`src/rtl/sum_arbiter.sv`:
```
// sum_arbiter: round-robin, lockable sharing of one combinational adder
// between N sequential clients, with a hold-cycle counter and sticky watchdog.
module sum_arbiter #(
    parameter int unsigned N        = 4,
    parameter int unsigned WIDTH    = 16,
    parameter int unsigned MAX_HOLD = 255,
    parameter int unsigned IDX_W    = 3
) (
    input  logic                 clk,
    input  logic                 rst,
    input  logic [N-1:0]         req,
    input  logic [N*WIDTH-1:0]   cl_a,
    input  logic [N*WIDTH-1:0]   cl_b,
    output logic [N-1:0]         gnt,
    output logic [WIDTH-1:0]     cl_result,
    output logic [WIDTH-1:0]     sum_in_a,
    output logic [WIDTH-1:0]     sum_in_b,
    input  logic [WIDTH-1:0]     sum_out,
    output logic                 busy,
    output logic [IDX_W-1:0]     owner,
    output logic [15:0]          hold_cnt,
    output logic                 err
);

    localparam int unsigned     CNT_W      = 16;
    localparam logic [CNT_W-1:0] CNT_MAX    = '1;
    localparam logic [CNT_W-1:0] HOLD_LIMIT = CNT_W'(MAX_HOLD);

    logic [IDX_W-1:0] last;
    logic             owner_req;
    logic [2*N-1:0]   req_dbl;
    logic [N-1:0]     req_rot;
    logic [IDX_W:0]   rot_amt;
    logic             found;
    int unsigned      pos;
    logic [IDX_W-1:0] pick;

    logic [N-1:0]     gnt_nxt;
    logic [CNT_W-1:0] hold_nxt;
    logic             busy_nxt;
    logic [IDX_W-1:0] owner_nxt;
    logic [IDX_W-1:0] last_nxt;
    logic             err_nxt;

    // Round-robin pick: rotate requests so the client after `last` sits at bit 0.
    always_comb begin
        req_dbl = {req, req};
        rot_amt = (IDX_W+1)'(last) + (IDX_W+1)'(1);
        req_rot = N'(req_dbl >> rot_amt);
        found   = 1'b0;
        pos     = 0;
        for (int unsigned i = 0; i < N; i++) begin
            if (!found && req_rot[i]) begin
                found = 1'b1;
                pos   = i;
            end
        end
        pick = IDX_W'((32'(last) + 32'd1 + pos) % N);
    end

    assign owner_req = |(gnt & req);

    // Next grant state: hold the lock while the owner requests, else re-arbitrate.
    always_comb begin
        gnt_nxt   = gnt;
        hold_nxt  = hold_cnt;
        owner_nxt = owner;
        last_nxt  = last;
        if (owner_req) begin
            hold_nxt = (hold_cnt == CNT_MAX) ? hold_cnt : hold_cnt + CNT_W'(1);
        end else if (found) begin
            gnt_nxt   = N'(1) << pick;
            owner_nxt = pick;
            last_nxt  = pick;
            hold_nxt  = CNT_W'(1);
        end else begin
            gnt_nxt  = '0;
            hold_nxt = '0;
        end
        busy_nxt = |gnt_nxt;
        err_nxt  = err | (busy_nxt && (hold_nxt >= HOLD_LIMIT));
    end

    // State registers; reset leaves client 0 with top priority.
    always_ff @(posedge clk) begin
        if (rst) begin
            gnt      <= '0;
            busy     <= 1'b0;
            owner    <= '0;
            last     <= IDX_W'(N - 1);
            hold_cnt <= '0;
            err      <= 1'b0;
        end else begin
            gnt      <= gnt_nxt;
            busy     <= busy_nxt;
            owner    <= owner_nxt;
            last     <= last_nxt;
            hold_cnt <= hold_nxt;
            err      <= err_nxt;
        end
    end

    // Operand mux: one-hot OR of the granted client's operands, zero when idle.
    always_comb begin
        sum_in_a = '0;
        sum_in_b = '0;
        for (int unsigned i = 0; i < N; i++) begin
            if (gnt[i]) begin
                sum_in_a = sum_in_a | cl_a[i*WIDTH +: WIDTH];
                sum_in_b = sum_in_b | cl_b[i*WIDTH +: WIDTH];
            end
        end
    end

    assign cl_result = sum_out;

endmodule

```
`config.mk`:
```
export PLATFORM = sky130hd
export DESIGN_NAME = sum_arbiter
export DESIGN_NICKNAME = d
export VERILOG_FILES = /design/src/rtl/sum_arbiter.sv
export SDC_FILE = /design/constraint.sdc
export NUM_CORES = 1
export LEC_CHECK = 0
export ABC_AREA = 1
export CORE_MARGIN = 2
export CORE_UTILIZATION = 32
export CTS_BUF_LIST = sky130_fd_sc_hd__clkbuf_4 sky130_fd_sc_hd__clkbuf_8
export CTS_CLUSTER_SIZE = 24
export DETAILED_ROUTE_END_ITERATION = 8
export GPL_ROUTABILITY_DRIVEN = 0
export GPL_TIMING_DRIVEN = 0
export PLACE_DENSITY_LB_ADDON = 0.25
export SETUP_SLACK_MARGIN = 0.5
export SLEW_MARGIN = 20
export SYNTH_ARGS = -nofsm -noshare
export SYNTH_HDL_FRONTEND = slang
export SYNTH_SLANG_ARGS = --single-unit
export TNS_END_PERCENT = 100
```
`constraint.sdc`:
```
create_clock -name clk -period 2.8 [get_ports clk]
set_clock_uncertainty 0.2 [all_clocks]
set_input_delay 0.56 -clock clk [delete_from_list [all_inputs] [get_ports clk]]
set_output_delay 0.56 -clock clk [all_outputs]
set_load 0.01 [all_outputs]
```
# --- Word level (Yosys, flattened, before mapping) ---
# Index checks and enable logic that the tools add are counted.
totals:
  register_bits: 26
  input_bits: 150
  output_inout_bits: 73
  word_cells: 53
classes:
  n_addsub: 4
  n_eq_ne: 1
  n_lt_le_gt_ge: 1
  n_mux: 20
  reduce_logical: 10
  shifts: 2
  bitwise_logic: 9
op_table:
  columns: ["cell", "count"]
  rows:
  - ["$mux 16", 10]
  - ["$or 16x16->16", 6]
  - ["$add 16x1->16 const B", 1]
  - ["$eq 16x16->1 const B", 1]
  - ["$ge 16x8->1 const B", 1]
  - ["$mux 4", 2]
  - ["$reduce_or 4->1", 2]
  - ["$shr 8x3->4", 1]
  - ["$mux 1", 6]
  - ["$and 4x4->4", 1]
  - ["$logic_and 1x1->1", 4]
  - ["$mux 2", 2]
  - ["$shl 1x2->4 const A", 1]
  - ["$add 2x1->3 const B", 1]
  - ["$logic_not 1->1", 3]
  - ["$add 2x1->2 const B", 1]
  - ["$add 2x2->2", 1]
  - ["$reduce_and 2->1", 1]
  - ["$not 1->1", 1]
  - ["$or 1x1->1", 1]

# --- Depth between registers and ports, before layout ---
# Gate-level depths: netlist of the first run.
depth:
  word_depth: 19
  ltp_mapped: 15
  depth_no_buf: 15

# --- Worst setup path after synthesis of the first run ---
# Ideal clock, no wire load.
synth_timing:
  path_kind: "input -> register"
  start: "in req[2]"
  end: "reg gnt[3]"
  arrival_ns: 1.783
  setup_ns: 0.128
  slack_ns: 0.690
  path_stages: 12
  path_buffers: 0
  required_ns: 2.472
  path_cell_list: "nand2_1 -> nand3_1 -> nand2_1 -> nand3_1 -> nand2_1 -> nand2_1 -> ha_1 -> xnor2_1 -> xor2_1 -> inv_1 -> a22oi_1 -> nor2_1"
synth_between:
  elab_chain_len: 15
  elab_cells_between_ends: 20
  classes_between: "add/sub: 1; shift: 2; mux: 9; bitwise: 1; reduce/logical: 7"
synth_lines:
  columns: ["element", "line_no", "text"]
  rows:
  - ["from (decl)", "11", "input logic [N-1:0] req,"]
  - ["$shr 8x3->4", "49", "req_rot = N'(req_dbl >> rot_amt);"]
  - ["$mux 1", "53", "if (!found && req_rot[i]) begin"]
  - ["$logic_not 1->1", "53", null]
  - ["$logic_and 1x1->1", "53", null]
  - ["$mux 1", "53", null]
  - ["$logic_not 1->1", "53", null]
  - ["$logic_and 1x1->1", "53", null]
  - ["$mux 1", "53", null]
  - ["$logic_not 1->1", "53", null]
  - ["$logic_and 1x1->1", "53", null]
  - ["$mux 2", "53", null]
  - ["$add 2x2->2", "58", "pick = IDX_W'((32'(last) + 32'd1 + pos) % N);"]
  - ["$shl 1x2->4", "72", "gnt_nxt = N'(1) << pick;"]
  - ["$mux 4", "71", "end else if (found) begin"]
  - ["$mux 4 (*)", "69", "if (owner_req) begin"]
  - ["to (signal assigned)", "94", "gnt <= gnt_nxt;"]
  - ["to (decl)", "14", "output logic [N-1:0] gnt,"]
# Mark *: on every way between the ends. The rest lies on a longest branch, timed or not.
# A chain may end at the register's enable or synchronous reset.

# --- Worst setup path after layout of the first run ---
layout_timing:
  start: "in cl_b[61]"
  end: "out sum_in_b[13]"
layout_between:
  elab_chain_len: 2
layout_lines:
  columns: ["element", "line_no", "text"]
  rows:
  - ["from (decl)", "13", "input logic [N*WIDTH-1:0] cl_b,"]
  - ["$or 16x16->16", "110", "sum_in_b = sum_in_b | cl_b[i*WIDTH +: WIDTH];"]
  - ["$mux 16", "108", "if (gnt[i]) begin"]
  - ["to (decl)", "17", "output logic [WIDTH-1:0] sum_in_b,"]
# No other way between the ends.

==> results of run 1 <==
[power groups by stage]
| stage | registers (W) | clock network, W | logic, W |
|---|---|---|---|
| 2_1_floorplan | 0.000487 | 0 | 0.000936 |
| 3_3_place_gp | 0.000479 | 0 | 0.00193 |
| 3_5_place_dp | 0.000482 | 0 | 0.00195 |
| 4_1_cts | 0.000477 | 0.000317 | 0.00196 |
| 5_1_grt | 0.000496 | 0.000336 | 0.00217 |
| 6_report | 0.000487 | 0.000316 | 0.00201 |
[kinds of logic after synthesis]
group | Yosys count | synth area share
buffers and inverters | 63 | 0.127
adders and majority gates | 2 | 0.0102
xor gates and xnor gates | 5 | 0.0179
other | 1 | 0.00153
and+or+nand+nor | 334 | 0.584
AOI/OAI and AO/OA | 20 | 0.0464
DFF | 26 | 0.212
[worst max-delay path: stages]
cell and delay, ps:
clkdlybuf4s50_1 510, nand2_1 70, nand4_1 70, dlygate4sd2_1 290
[worst max path at each step]
stage / startpoint / to / slack, ps / cells past startpoint
6_report: cl_b[61] / sum_in_b[13] / 540 / 4
4_1_cts: cl_a[46] / sum_in_a[14] / 470 / 4
3_3_place_gp: req[2] / gnt[3] / 30 / 13
2_1_floorplan: req[2] / gnt[3] / 690 / 12
3_5_place_dp: req[2] / gnt[3] / 5 / 13
5_1_grt: last[1] / gnt[3] / 480 / 12
[through the flow]
step                      total power (W)  instance area, um^2
after floorplan                   0.00142                 2450
after global placement            0.00241                 4630
after global routing              0.00300                 4870
final                             0.00281                 4870
after detailed placement          0.00243                 4630
after CTS                         0.00275                 4830
[per-layer routing]
metal,part of all wire,vias to the layer above,routed length [um]
met5,0,-,0
met4,0.028,0,313
met3,0.085,28,955
met2,0.51,180,5690
met1,0.38,1720,4290
li1,-,1861,-
[state kept, by name, indices dropped and copies added, names as in the netlist]
name / cells
busy: 1
err: 1
gnt: 4
hold_cnt: 16
last: 2
owner: 2
[cells in the final DEF (no fill, tap or decap)]
cell / instances
clkbuf_4: 1
nor2_4: 3
clkbuf_8: 15
dlygate4sd2_1: 28
a21oi_1: 7
o211ai_1: 1
inv_2: 2
conb_1: 1
nor2_2: 3
dfxtp_4: 2
buf_6: 1
xor2_1: 3
nand3b_1: 1
a22oi_2: 1
clkdlybuf4s15_2: 1
clkdlybuf4s15_1: 4
nand3_2: 2
xnor2_1: 2
nand2_4: 1
bufinv_16: 1
ha_1: 2
clkbuf_2: 3
o21bai_1: 2
inv_1: 23
nand3_1: 25
nor3_1: 1
clkbuf_1: 3
buf_4: 27
nand2_2: 10
a31oi_1: 1
nand4_1: 39
dfxtp_2: 1
a22oi_1: 1
o21ai_0: 7
nand2_1: 215
clkdlybuf4s50_1: 169
nor2_1: 34
dfxtp_1: 23
[timing repair]
action	CTS	global route
buffers inserted	3	3
gates resized for setup	88	24
cloned	0	0
endpoints found under the setup margin	39	18
pin swaps	7	9
[cell type report]
class	count	area (um^2)	share of cell area
buffer	38	353	0.0724
clock buffer	3	41.3	0.00847
clock inverter	1	30.0	0.00616
inverter	25	93.8	0.0193
multi-input combinational	362	1650	0.339
sequential	26	529	0.109
tap	99	124	0.0254
timing repair buffer	211	2050	0.420
==> metrics.txt, run 1 <==
synthesized cell area=0.00245 mm^2; clock tree from TritonCTS=built; Worst-Skew Late Latency=270 ps; routed len/inst=14.7 um; vias per inst=4.95; clock root buffer master=clkbuf_8; iteration count of the initial detailed-routing pass=5; met2 track utilization from global routing=0.454; switching part of the total=0.442; power per standard cell area=576 mW/mm^2; portion of total power attributed to the clock network=0.112; data arrival at the endpoint of the critical path=1500 ps; Core Rows=31; GR met3 Demand/Resource=0.0523; register-to-register setup slack=630 ps; Port Buffer Count=205; minimum setup slack in the final design=535 ps; CTS Buffer Depth=2; clk slew on worst S/H paths=90 ps; path class of the lowest-slack min-delay path=flop to flop; TritonCTS Sinks=26; global-route usage over all layers=0.253; worst hold path startpoint=err; final hold vios=0; Max IR drop VDD=0.294 mV; Period Utilization, post-route=0.809; top flip-flop cell by instance count after synthesis=dfxtp_1; core footprint=0.00733 mm^2; post-synthesis to final-layout area growth=98.8%; cell internal power dissipation=0.00157 W; maximum number of pins on one net before global-route repair=16; initial cell density of the core=0.334; Critical Path Fanout Max=1; leftover overflow at the end of global routing=0; Reg power frac=0.173; Initial DRC Count=283; cell with the most instances after synthesis=nand2_1; Comb pwr share=0.714; total negative slack for setup checks=0 ps; total leakage power=2.10 nW; Setup crit start kind=primary input; Post-synth EDFFs=0; remaining antenna violation count=0; detailed placement HPWL=9250 um; Total Wirelength=11200 um; wire length of the first global-routing pass=17300 um; register bit total from synthesis=26; number of H-tree levels=1; post-synthesis cell type with the largest combined area=nand2_1; # hold bufs at CTS=0; area fraction of the dominant cell type after synthesis=0.338; count of inserted antenna diode cells=0; hold slack=276 ps; count of synthesis-stage warnings from yosys=0; Reg-to-Reg End=gnt[3]; switching power summed over all nets=0.00124 W; main area contributors after synthesis=nand2_1 (34%), dfxtp_1 (21%), nand4_1 (10%); TritonCTS Buffers=3; via count of the first global-routing pass=3645; beginning of the worst register-to-register path=last[1]; area of the die=0.00838 mm^2; worst hold path depth=2; sort of element at the end of the critical path=primary output; Top Ports=223; # setup viols final=0; required time of the critical path=2040 ps; register area share after synthesis=0.212; share of the core filled with cells in the final layout=0.665; routing usage on met1=0.299; fraction of layout cells with a size suffix above 1=0.111; share of flip-flops with an asynchronous set or reset after synthesis=0; max-cap violations=0; GRT Max-Usage Layer=met2; post-placement cell count=755; antenna violations before repair=0; list of most frequent post-synthesis cells=nand2_1 (221), nand4_1 (39), nor2_1 (36), nand3_1 (27), dfxtp_1 (26); worst slack, placed=4.94 ps; clock period minus final worst setup slack=2260 ps; unrepaired setup endpoints after global routing=yes; number of distinct library cell variants in the gate-level netlist after synthesis=26; total vias in the final route=3789; height of the die=91.5 um; run status=completed; maximum clock frequency=442 MHz; Die Span X=91.5 um; Filler cells=668; net count of the mapped netlist=603; R2R depth=12; average size of a mapped cell=5.43 um^2; post-route non-filler standard cell count=765; Setup Crit Path Kind=primary input to primary output; Hold Path End=err; synthesized netlist cell count=451; DRC Markers=0; final-report max-slew violation count=0; fin nets=819
(Power assumes the default switching activity.)
==> run 2, diff against run 1 <==
Settings changed: CORE_UTILIZATION 32 to 29.
Clock period 2.8 ns to 1.8 ns, I/O delays scaled along.
==> run 2 against run 1 <==
Against the previous run: the flow now finishes with violations (negative setup slack); core utilization grew 15 points; register-to-register slack worse by 980 ps; clock power rose by 64%; non-clock buffer count grew 89; power rose by 140%; sequential power grew 67%; critical path type is now flop to flop; critical endpoint is now gnt[3]; highest routed layer unchanged.
==> metrics.txt, run 2 (same netlist as run 1, synthesis figures left out) <==
fin nets=908 (was 819); clock root buffer master=clkbuf_8 (unchanged); cells along the critical path=inv_6 > nand2_1 > nand3_2 > nand2_2 > nand2_2 > nand2_2 > ha_4 > xnor2_2 > xor2_1 > inv_2 > a22oi_2 > nor2_1 (was clkdlybuf4s50_1 > nand2_1 > nand4_1 > dlygate4sd2_1); Core Rows=33 (was 31); total vias in the final route=4806 (was 3789); Worst-Skew Late Latency=290 ps (was 270 ps); Regs by FF count=hold_cnt x16, gnt x4 (unchanged); switching part of the total=0.455 (was 0.442); Port Buffer Count=205 (unchanged); initial cell density of the core=0.298 (was 0.334); fraction of layout cells with a size suffix above 1=0.518 (was 0.111); # setup viols final=48 (was 0); Reg-to-Reg End=gnt[3] (unchanged); via count of the first global-routing pass=4172 (was 3645); beginning of the worst register-to-register path=last[0] (was last[1]); # hold bufs at CTS=0 (unchanged); total leakage power=3.12 nW (was 2.10 nW); headroom to the max-slew limit=0.640; path class of the lowest-slack min-delay path=flop to flop (unchanged); count of inserted antenna diode cells=0 (unchanged); hold slack=275 ps (was 276 ps); crit-path most repeated cell=nand2_2; Reg power frac=0.119 (was 0.173); violated checks=negative setup slack; share of the core filled with cells in the final layout=0.819 (was 0.665); power per standard cell area=1020 mW/mm^2 (was 576 mW/mm^2); run status=finished with violations (was completed); total power=0.00687 W (was 0.00281 W); clock period minus final worst setup slack=2150 ps; area of the die=0.00920 mm^2 (was 0.00838 mm^2); CP max stage delay=400 ps (was 510 ps); CTS Buffer Depth=2 (unchanged); clock tree from TritonCTS=built (unchanged); TritonCTS Sinks=26 (unchanged); slew at the pin with the worst max-slew slack=539 ps; R2R depth=12 (unchanged); height of the die=95.9 um (was 91.5 um); max-cap violations=0 (unchanged); Critical Path Fanout Max=6 (was 1); Hold Path End=err (unchanged); Total Wirelength=19000 um (was 11200 um); worst slack, placed=-760 ps (was 4.94 ps); wire length of the first global-routing pass=21700 um (was 17300 um); clk slew on worst S/H paths=100 ps (was 90 ps); cell internal power dissipation=0.00374 W (was 0.00157 W); antenna violations before repair=0 (unchanged); switching power summed over all nets=0.00313 W (was 0.00124 W); Setup crit start kind=flop (was primary input); iteration count of the initial detailed-routing pass=6 (was 5); register-to-register setup slack=-350 ps (was 630 ps); cell with the largest stage delay on the worst path=dfxtp_4 (was clkdlybuf4s50_1); data arrival at the endpoint of the critical path=2120 ps (was 1500 ps); most common cell after layout, fill and taps aside=clkdlybuf4s50_1 (was nand2_1); remaining antenna violation count=0 (unchanged); post-route non-filler standard cell count=860 (was 765); portion of total power attributed to the clock network=0.076 (was 0.112); TritonCTS Buffers=3 (unchanged); maximum clock frequency=464 MHz; number of H-tree levels=1 (unchanged); leftover overflow at the end of global routing=0 (unchanged); vias per inst=5.59 (was 4.95); core footprint=0.00822 mm^2 (was 0.00733 mm^2); Max IR drop VDD=0.820 mV (was 0.294 mV); post-placement cell count=761 (was 755); post-synthesis to final-layout area growth=175% (was 98.8%); Top Ports=223 (unchanged); Setup Crit Path Kind=flop to flop (was primary input to primary output); final-report max-slew violation count=0 (unchanged); worst hold path depth=2 (unchanged); final hold vios=0 (unchanged); required time of the critical path=1760 ps (was 2040 ps); Die Span X=95.9 um (was 91.5 um); most frequent cells in the layout=clkdlybuf4s50_1 (128), nand2_1 (111), nand2_2 (85) (was nand2_1 (215), clkdlybuf4s50_1 (169), nand4_1 (39)); unrepaired setup endpoints after global routing=yes (unchanged); sort of element at the end of the critical path=flop (was primary output); most flop-heavy register=hold_cnt (unchanged); detailed placement HPWL=10100 um (was 9250 um); DRC Markers=0 (unchanged); Initial DRC Count=476 (was 283); routed len/inst=22.1 um (was 14.7 um); Period Utilization, post-route=1.20; minimum setup slack in the final design=-355 ps (was 535 ps); maximum number of pins on one net before global-route repair=16 (unchanged); worst hold path startpoint=err (unchanged); Comb pwr share=0.806 (was 0.714); global-route usage over all layers=0.310 (was 0.253); max FFs per register=16 (unchanged)
==> run 2: changes by cell type in the layout (fill, tap and decap cells not counted), sizes merged <==
cell and delta:
buf +142, clkdlybuf4s15 +10, dlygate4sd2 -22, clkdlybuf4s50 -41
==> run 2: area by class of cell <==
| class | instances | area (um^2) |
|---|---|---|
| Inverter | 25 | 104 |
| Timing Repair Buffer | 300 | 2980 |
| Clock inverter | 1 | 30.0 |
| Clock buffer | 3 | 41.3 |
| Buffer | 38 | 567 |
| Multi-Input combinational cell | 362 | 2270 |
| Tap cell | 105 | 131 |
| Sequential cell | 26 | 606 |
| Fill cell | 441 | 1490 |
==> run 2: power by group through the flow <==
stage | registers [W] | logic [W] | clock network [W]
floorplan | 0.000780 | 0.00167 | 0
global placement | 0.000772 | 0.00329 | 0
detailed placement | 0.000778 | 0.00331 | 0
CTS | 0.000772 | 0.00427 | 0.000510
global route | 0.000824 | 0.00573 | 0.000544
finish | 0.000815 | 0.00553 | 0.000519
==> run 2: repair_timing <==
item	4_1_cts	5_1_grt
buffers inserted	54	23
setup endpoints to repair	98	87
pin swaps	53	46
gates resized for setup	435	167
gates cloned	13	5
==> run 2: worst max path at each step <==
stage / from / to / slack [ps] / depth (start not counted)
detailed placement: req[2] / gnt[3] / -760 / 13
finish: last[0] / gnt[3] / -350 / 12
global route: last[0] / gnt[3] / -410 / 13
CTS: gnt[2] / sum_in_b[13] / -170 / 5
global placement: req[3] / gnt[3] / -710 / 13
floorplan: last[0] / gnt[3] / -140 / 13
==> run 2: layer usage <==
layer / vias to the layer above / routed length (um) / global-route usage
met4: 0 / 1130 / 0.137
met3: 123 / 2460 / 0.0807
met2: 433 / 9020 / 0.505
met5: - / 0 / 0
li1: 2049 / - / -
met1: 2201 / 6420 / 0.385
==> run 2: per-stage QoR <==
stage	setup TNS, ps	area [um^2]
CTS	-2480	5980
floorplan	-390	2670
global placement	-18060	4850
detailed placement	-18450	4850
global route	-9270	6730
finish	-7210	6730
==> run 2: worst max-delay path: cells and delay by family (launching register included) <==
| family | cells | cell delay (ps) |
|---|---|---|
| buf+inv | 2 | 200 |
| compound gates | 1 | 150 |
| xor+xnor | 2 | 360 |
| flops | 1 | 400 |
| fa+ha+maj | 1 | 170 |
| simple gates | 6 | 540 |
